## config.mk

```make
export PLATFORM = sky130hd
export DESIGN_NAME = adder_result_accumulator
export DESIGN_NICKNAME = d
export VERILOG_FILES = /design/src/rtl/adder_result_accumulator.sv
export SDC_FILE = /design/constraint.sdc
export NUM_CORES = 1
export LEC_CHECK = 0
export CORE_UTILIZATION = 44
export DETAILED_ROUTE_END_ITERATION = 8
export GPL_ROUTABILITY_DRIVEN = 0
export HOLD_SLACK_MARGIN = 0.15
export PLACE_DENSITY = 0.87
export SLEW_MARGIN = 20
export SYNTH_ARGS = -nofsm -noshare
export SYNTH_HDL_FRONTEND = slang
export SYNTH_SLANG_ARGS = --single-unit
export TNS_END_PERCENT = 30
```

## constraint.sdc

```tcl
create_clock -name i_clk -period 2.2 [get_ports i_clk]
set_input_delay 0.22 -clock i_clk [delete_from_list [all_inputs] [get_ports i_clk]]
set_output_delay 0.22 -clock i_clk [all_outputs]
set_load 0.01 [all_outputs]
```

## src/rtl/adder_result_accumulator.sv

```systemverilog
// Sums NUM_SAMPLES adder results (0..6) into a saturating accumulator and
// hands the window total downstream over a valid/ready handshake.
module adder_result_accumulator #(
   parameter int ACC_WIDTH   = 8,
   parameter int NUM_SAMPLES = 4,
   parameter int CNT_WIDTH   = $clog2(NUM_SAMPLES + 1)
) (
   input  logic                 i_clk,
   input  logic                 i_rst_n,
   input  logic [2:0]           i_result,
   input  logic                 i_result_valid,
   output logic                 o_result_ready,
   input  logic                 i_clear,
   output logic [ACC_WIDTH-1:0] o_sum,
   output logic [CNT_WIDTH-1:0] o_count,
   output logic                 o_sum_valid,
   input  logic                 i_sum_ready,
   output logic                 o_overflow
);

   typedef enum logic {
      ST_ACCUM = 1'b0,
      ST_HOLD  = 1'b1
   } state_t;

   localparam logic [CNT_WIDTH-1:0] CNT_LAST = CNT_WIDTH'(NUM_SAMPLES);

   state_t                 r_state;
   logic [ACC_WIDTH-1:0]   r_acc;
   logic [CNT_WIDTH-1:0]   r_count;
   logic                   r_overflow;

   logic [ACC_WIDTH:0]     w_sum_wide;
   logic                   w_sat;
   logic [CNT_WIDTH-1:0]   w_count_inc;

   // One extra bit is enough: the largest true sum is (2^ACC_WIDTH-1)+6.
   assign w_sum_wide  = {1'b0, r_acc} + (ACC_WIDTH + 1)'(i_result);
   assign w_sat       = w_sum_wide[ACC_WIDTH];
   assign w_count_inc = r_count + CNT_WIDTH'(1);

   always_ff @(posedge i_clk) begin
      if (!i_rst_n) begin
         r_state    <= ST_ACCUM;
         r_acc      <= '0;
         r_count    <= '0;
         r_overflow <= 1'b0;
      end else begin
         case (r_state)
            ST_ACCUM: begin
               if (i_clear) begin
                  r_acc      <= '0;
                  r_count    <= '0;
                  r_overflow <= 1'b0;
               end else if (i_result_valid) begin
                  r_acc   <= w_sat ? {ACC_WIDTH{1'b1}} : w_sum_wide[ACC_WIDTH-1:0];
                  r_count <= w_count_inc;
                  if (w_sat) begin
                     r_overflow <= 1'b1;
                  end
                  if (w_count_inc == CNT_LAST) begin
                     r_state <= ST_HOLD;
                  end
               end
            end
            ST_HOLD: begin
               if (i_sum_ready) begin
                  r_state    <= ST_ACCUM;
                  r_acc      <= '0;
                  r_count    <= '0;
                  r_overflow <= 1'b0;
               end
            end
            default: begin
               r_state <= ST_ACCUM;
            end
         endcase
      end
   end

   // Ready is gated by reset so nothing is offered as accepted while in reset.
   assign o_result_ready = (r_state == ST_ACCUM) && i_rst_n;
   assign o_sum_valid    = (r_state == ST_HOLD);
   assign o_sum          = r_acc;
   assign o_count        = r_count;
   assign o_overflow     = r_overflow;

endmodule

```

==> results_dict.tcl, run 1 <==
set metrics [dict create \
    run_status "finished, final reports clean" \
    worstPathArrival_ps 2000 \
    cts_tree "built" \
    hp-class "flip-flop to flip-flop" \
    cp.required_ps 2360 \
    cts_resized 0 \
    synth.most_common_cell "dfxtp_1" \
    synth_top_family_by_area "compound AO/OA/AOI/OAI gates" \
    synth_edf_count 0 \
    netlist_instances 82 \
    synth_compound_area_share_pct 25.52 \
    worst_setup_path_end_kind "flip-flop" \
    placed_cells 119 \
    clkTransAtPathRegs_ps 80 \
    dieArea_um2 1792 \
    setup_viol 0 \
    utilization_pct 64.45 \
    ys_types 30 \
    whs_endpoint "o_sum[0]" \
    rsz0062_at_grt "no" \
    syn_area_um2 715.7 \
    async_reset_ff_share_pct 0 \
    syn_nets 96 \
    synth.largest_area_cell "dfxtp_1" \
    synth_xor_area_share_pct 1.224 \
    synth.avg_cell_area_um2 8.728 \
    synth_ff_type "dfxtp_1" \
    synth_commonest_cells "dfxtp_1, a21oi_1, nand2_1" \
    hold_start "o_sum[0]" \
    wl_um 1681 \
    grt_overflow 0 \
    finalSetupTns_ps 0 \
    synth_fa_ha_area_share_pct 11.54 \
    first_global_vias 675 \
    clockBufferDepth 2 \
    ant_nets 0 \
    power_frac_clock_pct 31.4 \
    path_cells "clkdlybuf4s50_1 -> ha_1 -> fa_1 -> a21o_1 -> and3_1 -> o21ai_0 -> a21oi_1" \
    reg2reg_slack_ps 430 \
    port_buffers 21 \
    p_sw_mw 0.1111 \
    num_vias 732 \
    nNetsFinal 122 \
    intPower_mw 0.3450 \
    slew_viol_final 0 \
    seq_area_frac_synth_pct 36.36 \
    synth_mux_area_share_pct 0 \
    place_hpwl_um 1303 \
    finalCritPeriodShare_pct 83.39 \
    root_buffer "clkbuf_4" \
    combPwrFrac_pct 15.2 \
    cp_slowest_cell "clkdlybuf4s50_1" \
    timing.rr.start "o_sum[0]" \
    post-route-drc-count 0 \
    ys_ff_latch 13 \
    hold_violations 0 \
    p_seq_share_pct 53.4 \
    grt_pass1_wl_um 2877 \
    grt_use_total_pct 21.27 \
    max-cap-violations 0 \
    synthTopCellsByArea "dfxtp_1, ha_1, a21oi_1, nand2_1, nor2_1" \
    drive_gt1_share_pct 7.477 \
    coreArea_um2 1506 \
    postCtsSetupRepairBufs 0 \
    cp_slowest_stage_delay_ps 410 \
    numCtsBuffers 3 \
    grt_max_degree 11 \
    yosysWarnings 0 \
    rows 14 \
    timing.critical_path.from_type "primary input" \
    wire_per_inst_um 13.67 \
    r2r-end "o_sum[0]" \
    firstDrtPassIters 4 \
    synthSimpleGateAreaFrac_pct 20.98 \
    worstMarginPinSlew_ps 376.3 \
    power_density_nw_per_um2 469.7 \
    swShare_pct 24.36 \
    grt_antenna_before_repair 0 \
    fin_skew_ps 4.701 \
    die_height_um 42.33 \
    io_pins 22 \
    hold_depth 2 \
    netlist.area_leader.share_pct 36.36 \
    max_freq_mhz 545.1 \
    diodes 0 \
    maxSlewHeadroom_pct 74.65 \
    start_util_pct 47.51 \
    power_leakage_nw 0.3673 \
    h-tree-depth 1 \
    worstSetupPathType "primary input to flip-flop" \
    clock-sinks 13 \
    vias_per_cell 5.951 \
    power_mw 0.4561 \
    areaGrowthSynthToFinish_pct 35.66 \
    finalNonFillerCells 123 \
    drtIter0Drc 22 \
    clkLatencyLatePin_ps 270 \
    period_minus_slack_ps 1835 \
    cp_max_fo 5 \
    holdBufCountCts 0 \
    vdd_drop_max_uv 309.3 \
    die_w_um 42.33 \
    worst_r2r_path_depth 6 \
]
==> sequential cells by signal, summed over array words and instances (netlist names) <==
name	cells
o_overflow	1
o_count	3
o_sum_valid	1
o_sum	8
==> placed cells by master (no fill, tap or decap) <==
| cell type | synthesis | routed |
|---|---|---|
| ha_1 | 5 | 5 |
| and4_1 | 1 | 1 |
| o221a_2 | 1 | 1 |
| buf_4 | 0 | 2 |
| o21ai_0 | 4 | 4 |
| nor2_1 | 8 | 8 |
| nand4_1 | 2 | 2 |
| or4_1 | 1 | 1 |
| xor2_1 | 1 | 1 |
| nor2b_4 | 1 | 1 |
| and2_1 | 2 | 2 |
| nor3_1 | 1 | 1 |
| inv_1 | 4 | 4 |
| clkbuf_1 | 0 | 1 |
| o21a_1 | 2 | 2 |
| nand3_1 | 1 | 1 |
| clkbuf_4 | 0 | 3 |
| and3_1 | 1 | 1 |
| dfxtp_1 | 13 | 13 |
| o22ai_1 | 3 | 3 |
| a21o_1 | 2 | 2 |
| nand2_1 | 9 | 9 |
| a211oi_1 | 1 | 1 |
| a21oi_1 | 9 | 9 |
| o32ai_1 | 1 | 1 |
| o41ai_2 | 1 | 1 |
| clkdlybuf4s50_1 | 0 | 21 |
| nor4b_1 | 1 | 1 |
| or2_1 | 1 | 1 |
| fa_1 | 1 | 1 |
| a22oi_1 | 1 | 1 |
| o31a_1 | 2 | 2 |
==> cell families after synthesis <==
group | after synthesis
DFF | 13
adders and majority gates | 6
xor gates and xnor gates | 1
and+or+nand+nor | 29
buffers and inverters | 6
AOI/OAI and AO/OA | 27
==> through the flow <==
step | area (um^2) | hold slack, ps | setup slack (ps)
after floorplan | 715.7 | 341.7 | 516.8
after global placement | 944.7 | 461.7 | 141.0
after detailed placement | 944.7 | 467.4 | 91.82
after CTS | 970.9 | 478.4 | 386.2
after global routing | 970.9 | 510.1 | 270.3
final | 970.9 | 475.0 | 365.4
==> final cells by class <==
type,instances,area [um^2]
sequential,13,260.3
clock buffer,4,26.28
tap,16,20.02
multi-input combinational,63,424.2
fill,129,535.5
timing repair buffer,23,225.2
inverter,4,15.01
==> worst max-delay path: cells and delay by family <==
kind | cells | cell delay (ps)
AOI/OAI and AO/OA | 3 | 510
adders and majority gates | 2 | 630
buffers and inverters | 1 | 410
and+or+nand+nor | 1 | 230
==> worst max-delay path by stage <==
stage,startpoint,end,slack [ps]
2_1_floorplan,o_sum[0],o_sum[2],520
3_3_place_gp,i_result[0],o_sum[1],140
3_5_place_dp,i_result[0],o_sum[0],90
4_1_cts,i_result[0],o_sum[0],390
5_1_grt,i_result[0],o_sum[0],270
6_report,i_result[0],o_sum[0],370
==> per-layer routing <==
metal / track usage (%) / vias up / part of all wire [%] / routed length (um)
met3: 2.586 / 6 / 6.3 / 106
met5: 0 / - / 0 / 0
met4: 14.37 / 0 / 2.4 / 40
met2: 34.15 / 36 / 47 / 792
met1: 26.43 / 340 / 44 / 742
li1: - / 350 / - / -
==> power by group through the flow <==
stage	Combinational (mW)	Sequential [mW]	Clock, mW
3_5_place_dp	0.0689	0.249	0
5_1_grt	0.0752	0.244	0.162
6_report	0.0695	0.243	0.143
4_1_cts	0.0690	0.243	0.149
2_1_floorplan	0.0325	0.251	0
3_3_place_gp	0.0666	0.249	0
(Power assumes the default switching activity.)
==> run 2: changes to the inputs <==
- CORE_UTILIZATION: 44 -> 40
- PLACE_DENSITY: 0.87 -> 0.84
- clock period: 2.2 -> 1.58 ns (I/O delays scaled with it)
==> run 2 against run 1 <==
The run now ends with negative setup slack left. Hold slack worse by 15 ps. Clock skew down 0.57 ps. Register-to-register slack worse by 460 ps. Cell area grew 15%. Worst setup slack lost 400 ps. Flip-flop and latch count unchanged. Clock power increased by 50%. Sequential power is 39% higher.
==> results_dict.tcl, run 2 (synthesis gave the netlist of run 1 again) <==
set metrics [dict create \
    path_buf_inv 0 \
    port_buffers 21 \
    worstMarginPinSlew_ps 349.1 \
    max-cap-violations 0 \
    finalCritPeriodShare_pct 102.1 \
    cpLargestDelayFamily "adder cells" \
    die_w_um 44.30 \
    diodes 0 \
    cp_max_fo 5 \
    p_sw_mw 0.1773 \
    hold_start "i_result[0]" \
    layout_common_cells "clkdlybuf4s50_1, buf_4, dfxtp_1" \
    grt_pass1_wl_um 2870 \
    root_buffer "clkbuf_4" \
    clockBufferDepth 2 \
    intPower_mw 0.5004 \
    worst_r2r_path_depth 6 \
    final_common_cell "clkdlybuf4s50_1" \
    place_hpwl_um 1401 \
    areaGrowthSynthToFinish_pct 56.47 \
    slew_viol_final 0 \
    grt_antenna_before_repair 0 \
    whs_endpoint "o_sum[0]" \
    power_frac_clock_pct 31.7 \
    cp_slowest_cell "dfxtp_4" \
    finalSetupTns_ps -63.33 \
    worstPathArrival_ps 1790 \
    power_density_nw_per_um2 605.2 \
    setup_viol 4 \
    num_vias 758 \
    vdd_drop_max_uv 414.0 \
    hold_violations 0 \
    drive_gt1_share_pct 23.53 \
    violations "negative setup slack" \
    max_freq_mhz 620.0 \
    timing.critical_path.from_type "flip-flop" \
    start_util_pct 44.90 \
    fin_skew_ps 4.132 \
    worstSetupPathType "flip-flop to flip-flop" \
    power_leakage_nw 0.4271 \
    vias_per_cell 5.301 \
    period_minus_slack_ps 1613 \
    p_seq_share_pct 49.9 \
    coreArea_um2 1594 \
    grt_max_degree 9 \
    die_height_um 44.30 \
    largest_reg_flops 8 \
    nNetsFinal 134 \
    hold_slack_ps 460.5 \
    hp-class "primary input to flip-flop" \
    post-place-ws_ps -432.3 \
    ant_nets 0 \
    clkLatencyLatePin_ps 280 \
    r2r-end "o_sum[2]" \
    numCtsBuffers 3 \
    dieArea_um2 1962 \
    path_cells "ha_4 -> fa_2 -> a21o_4 -> and3_4 -> o21ai_1 -> a21oi_1" \
    maxSlewHeadroom_pct 76.64 \
    rsz0062_at_grt "yes" \
    worst_setup_path_end_kind "flip-flop" \
    grt_overflow 0 \
    grt_use_total_pct 20.47 \
    rows 14 \
    clock-sinks 13 \
    timing.rr.start "o_sum[0]" \
    clkTransAtPathRegs_ps 80 \
    run_status "finished, violations left" \
    wire_per_inst_um 12.61 \
    swShare_pct 26.16 \
    hold_depth 4 \
    h-tree-depth 1 \
    finalNonFillerCells 143 \
    io_pins 22 \
    combPwrFrac_pct 18.4 \
    reg2reg_slack_ps -30 \
    fin_ws_ps -32.85 \
    cp.required_ps 1760 \
    holdBufCountCts 0 \
    cts_tree "built" \
    first_global_vias 669 \
    post-route-drc-count 0 \
    wl_um 1803 \
    drtIter0Drc 14 \
    cp_slowest_stage_delay_ps 360 \
    placed_cells 139 \
    firstDrtPassIters 4 \
]
[run 2: power by group through the flow]
stage	registers [mW]	logic (mW)	clock network, mW
finish	0.338	0.125	0.215
global route	0.339	0.135	0.235
CTS	0.338	0.121	0.218
detailed placement	0.346	0.118	0
global placement	0.345	0.116	0
floorplan	0.348	0.0463	0
[run 2: per-layer routing]
metal | wire, um | track usage [%] | part of all wire (%) | vias to the layer above
met2 | 903 | 34.41 | 50 | 29
met1 | 780 | 23.93 | 43 | 348
met3 | 85 | 3.673 | 4.7 | 4
met5 | 0 | 0 | 0 | -
li1 | - | - | - | 377
met4 | 34 | 12.73 | 1.9 | 0
[run 2: repair_timing]
item | 4_1_cts | 5_1_grt
endpoints found under the hold margin | 0 | 0
pin swaps | 2 | 1
setup buffers | 0 | 0
endpoints found under the setup margin | 8 | 9
gates resized for setup | 6 | 3
[run 2: worst max path at each step]
stage                           start  endpoint  slack, ps  cells after the start
after CTS                    o_sum[0]  o_sum[6]        -70                      6
after floorplan              o_sum[0]  o_sum[6]        -10                      6
after detailed placement  i_result[0]  o_sum[6]       -430                      7
after global placement    i_result[0]  o_sum[6]       -370                      7
after global routing         o_sum[0]  o_sum[2]        -60                      6
final                        o_sum[0]  o_sum[2]        -30                      6
[run 2: per-stage QoR]
step / total power, mW / util, % / instance area [um^2]
floorplan: 0.3947 / - / 739.5
global placement: 0.4614 / 67.03 / 1069
detailed placement: 0.4639 / 67.03 / 1069
CTS: 0.6771 / 69.07 / 1101
global route: 0.7099 / 70.25 / 1120
finish: 0.6777 / 70.25 / 1120
[run 2: cell type report]
type,count,area (um^2)
Fill cell,110,474.2
Multi-Input combinational cell,63,470.5
Timing Repair Buffer,35,314.1
Sequential cell,13,264.0
Tap cell,24,30.03
Clock buffer,4,26.28
Inverter,4,15.01
[run 2: tightest hold or removal path, delay by kind of cell]
kind / cells / cell delay (ps)
buffers and inverters: 1 / 240
adders and majority gates: 1 / 130
AOI/OAI and AO/OA: 2 / 190
==> run 3: changes to the inputs <==
- ABC_AREA: unset -> 1
- CORE_UTILIZATION: 40 -> 42
- PLACE_DENSITY: 0.84 -> 0.85
==> run 3 against run 2 <==
The flow now finishes without violations. Flip-flop and latch count did not move. Sequential power hardly changed. Largest cell class unchanged. Clock-buffer cell count unchanged. Worst setup slack improved by 110 ps. Synthesized area grew 13%. Largest power group unchanged. Clock skew down 2.4 ps. Maximum frequency is 7.4% higher. Final cell count grew 15%. Via count increased by 5.8%. Synthesized cell count up 35%.
==> results_dict.tcl, run 3 <==
set metrics [dict create \
    ant_nets 0 \
    critPathCapture "o_sum[4]" \
    wire_per_inst_um 10.90 \
    worstSetupPathType "flip-flop to flip-flop" \
    timing.critical_path.from_type "flip-flop" \
    netlist_instances 111 \
    clock-sinks 13 \
    ys_types 22 \
    met1_usage_pct 24.70 \
    grt_antenna_before_repair 0 \
    synthTopCellsByArea "dfxtp_1, nand2_1, ha_1, a21oi_2, nand3_1" \
    cp_max_fo 4 \
    die_height_um 45.84 \
    holdBufCountCts 0 \
    place_hpwl_um 1414 \
    dieArea_um2 2101 \
    max-cap-violations 0 \
    synth_commonest_cells "nand2_1, dfxtp_1, inv_1" \
    num_vias 802 \
    vdd_drop_max_uv 461.6 \
    r2r-end "o_sum[4]" \
    synth.largest_area_cell "dfxtp_1" \
    synth.avg_cell_area_um2 7.270 \
    grt_util_met3_pct 2.778 \
    postCtsSetupRepairBufs 0 \
    finalSetupTns_ps 0 \
    regArea_um2 261.5 \
    drive_gt1_share_pct 21.58 \
    syn_nets 125 \
    final_common_cell "nand2_1" \
    fin_ws_ps 78.32 \
    io_pins 22 \
    async_reset_ff_share_pct 0 \
    fillerInstances 174 \
    grt_overflow 0 \
    yosysWarnings 0 \
    multi_input_area_um2 493.0 \
    firstDrtPassIters 4 \
    h-tree-depth 1 \
    seq_area_frac_synth_pct 32.25 \
    worst_r2r_path_depth 9 \
    coreArea_um2 1764 \
    diodes 0 \
    timing.rr.start "o_sum[0]" \
    crit_cells 9 \
    path_cells "ha_2 -> fa_2 -> nand2_2 -> nand2_4 -> nand2_2 -> nor2_1 -> nand3b_1 -> nand2_1 -> a21oi_2" \
    cts_tree "built" \
    cp.required_ps 1750 \
    worstPathArrival_ps 1670 \
    start_util_pct 45.74 \
    grt_use_total_pct 19.69 \
    power_density_nw_per_um2 582.1 \
    utilization_pct 63.40 \
    run_status "finished, final reports clean" \
    post-route-drc-count 0 \
    first_global_vias 741 \
    synth.most_common_cell "nand2_1" \
    drtIter0Drc 8 \
    grt_max_degree 12 \
    numCtsBuffers 3 \
    finalCritPeriodShare_pct 95.04 \
    fin_skew_ps 1.744 \
    maxSlewHeadroom_pct 79.00 \
    reg2reg_slack_ps 80 \
    syn_area_um2 807.0 \
    cpLargestDelayFamily "adder cells" \
    path_buf_inv 0 \
    clkLatencyLatePin_ps 270 \
    largest_reg_flops 8 \
    post-place-ws_ps -283.2 \
    power_leakage_nw 0.4612 \
    worstMarginPinSlew_ps 314.7 \
    grt_pass1_wl_um 2994 \
    grt_use_met2_pct 32.86 \
    areaGrowthSynthToFinish_pct 38.60 \
    synth_edf_count 0 \
    layout_common_cells "nand2_1, clkdlybuf4s50_1, inv_1" \
    port_buffers 21 \
    wl_um 1787 \
    worst_setup_path_end_kind "flip-flop" \
    grt_busiest_layer "met2" \
    cp_slowest_cell "fa_2" \
    crit_top_cell "nand2_2" \
    hold_violations 0 \
    ys_ff_latch 13 \
    vias_per_cell 4.890 \
    cp-startpoint "o_sum[0]" \
    rows 15 \
    hp-class "flip-flop to flip-flop" \
    synth_ff_type "dfxtp_1" \
    period_minus_slack_ps 1502 \
    slew_viol_final 0 \
    max_freq_mhz 665.9 \
    setup_viol 0 \
    netlist.area_leader.share_pct 32.25 \
    die_w_um 45.84 \
    clockBufferDepth 2 \
    nNetsFinal 154 \
    clkTransAtPathRegs_ps 80 \
    power_mw 0.6511 \
    root_buffer "clkbuf_4" \
    cp_slowest_stage_delay_ps 350 \
]
[run 3: cell count changes in the layout (fill, tap and decap cells not counted), sizes merged, moves of 2 or more]
cell	previous run	this run
a21o	2	0
a21oi	9	13
and2	2	0
buf	14	6
inv	4	13
nand2	9	33
nand3	1	11
nand4	2	0
o21a	2	0
o21ai	4	6
o22ai	3	0
o31a	2	0
or2	1	3
[run 3: cell type report]
class / count / area share [%]
repair buffers: 27 / 23.04
multi-input cells: 82 / 44.07
clock buffers: 4 / 2.349
well taps: 25 / 2.796
flip-flops and latches: 13 / 23.38
inverters: 13 / 4.362
[run 3: how the worst min path moves through the flow]
stage / from / endpoint / slack (ps) / cells past startpoint
finish: o_count[1] / o_count[1] / 500 / 2
global route: o_count[1] / o_count[1] / 520 / 2
CTS: i_rst_n / o_overflow / 500 / 3
detailed placement: o_count[1] / o_count[1] / 490 / 2
global placement: o_count[2] / o_count[2] / 460 / 2
floorplan: i_rst_n / o_count[0] / 300 / 2
[run 3: routing by layer]
metal,part of all wire [%],up-vias
met5,0,-
met4,0.95,0
met3,3.5,2
met2,50,17
met1,46,365
li1,-,418
[run 3: logic make-up after synthesis]
family                     Yosys count  synth area share, %
and+or+nand+nor                     56                32.87
AOI/OAI and AO/OA                   20                16.12
buffers and inverters               16                8.526
DFF                                 13                32.25
adders and majority gates            6                10.23
[run 3: where the power goes]
part           internal [mW]  total (mW)  switching (mW)
clock                 0.0977       0.203           0.105
combinational         0.0549       0.110          0.0546
sequential             0.333       0.339         0.00562
total                  0.486       0.651           0.165
[run 3: repair_timing]
| item | in CTS | in global routing |
|---|---|---|
| pin swaps | 2 | 2 |
| endpoints found under the setup margin | 1 | 8 |
| gates resized for setup | 2 | 4 |
[run 3: through the flow]
stage / hold WS (ps) / area [um^2] / instances
floorplan: 296.4 / 809.5 / 111
global placement: 464.9 / 1076 / 160
detailed placement: 485.0 / 1076 / 160
CTS: 496.7 / 1107 / 164
global route: 519.5 / 1119 / 164
finish: 496.4 / 1119 / 164
[run 3: worst min-delay path, delay by kind of cell, from the launching register on]
family / cells / cell delay (ps)
and+or+nand+nor: 1 / 70
AOI/OAI and AO/OA: 1 / 50
DFF: 1 / 330
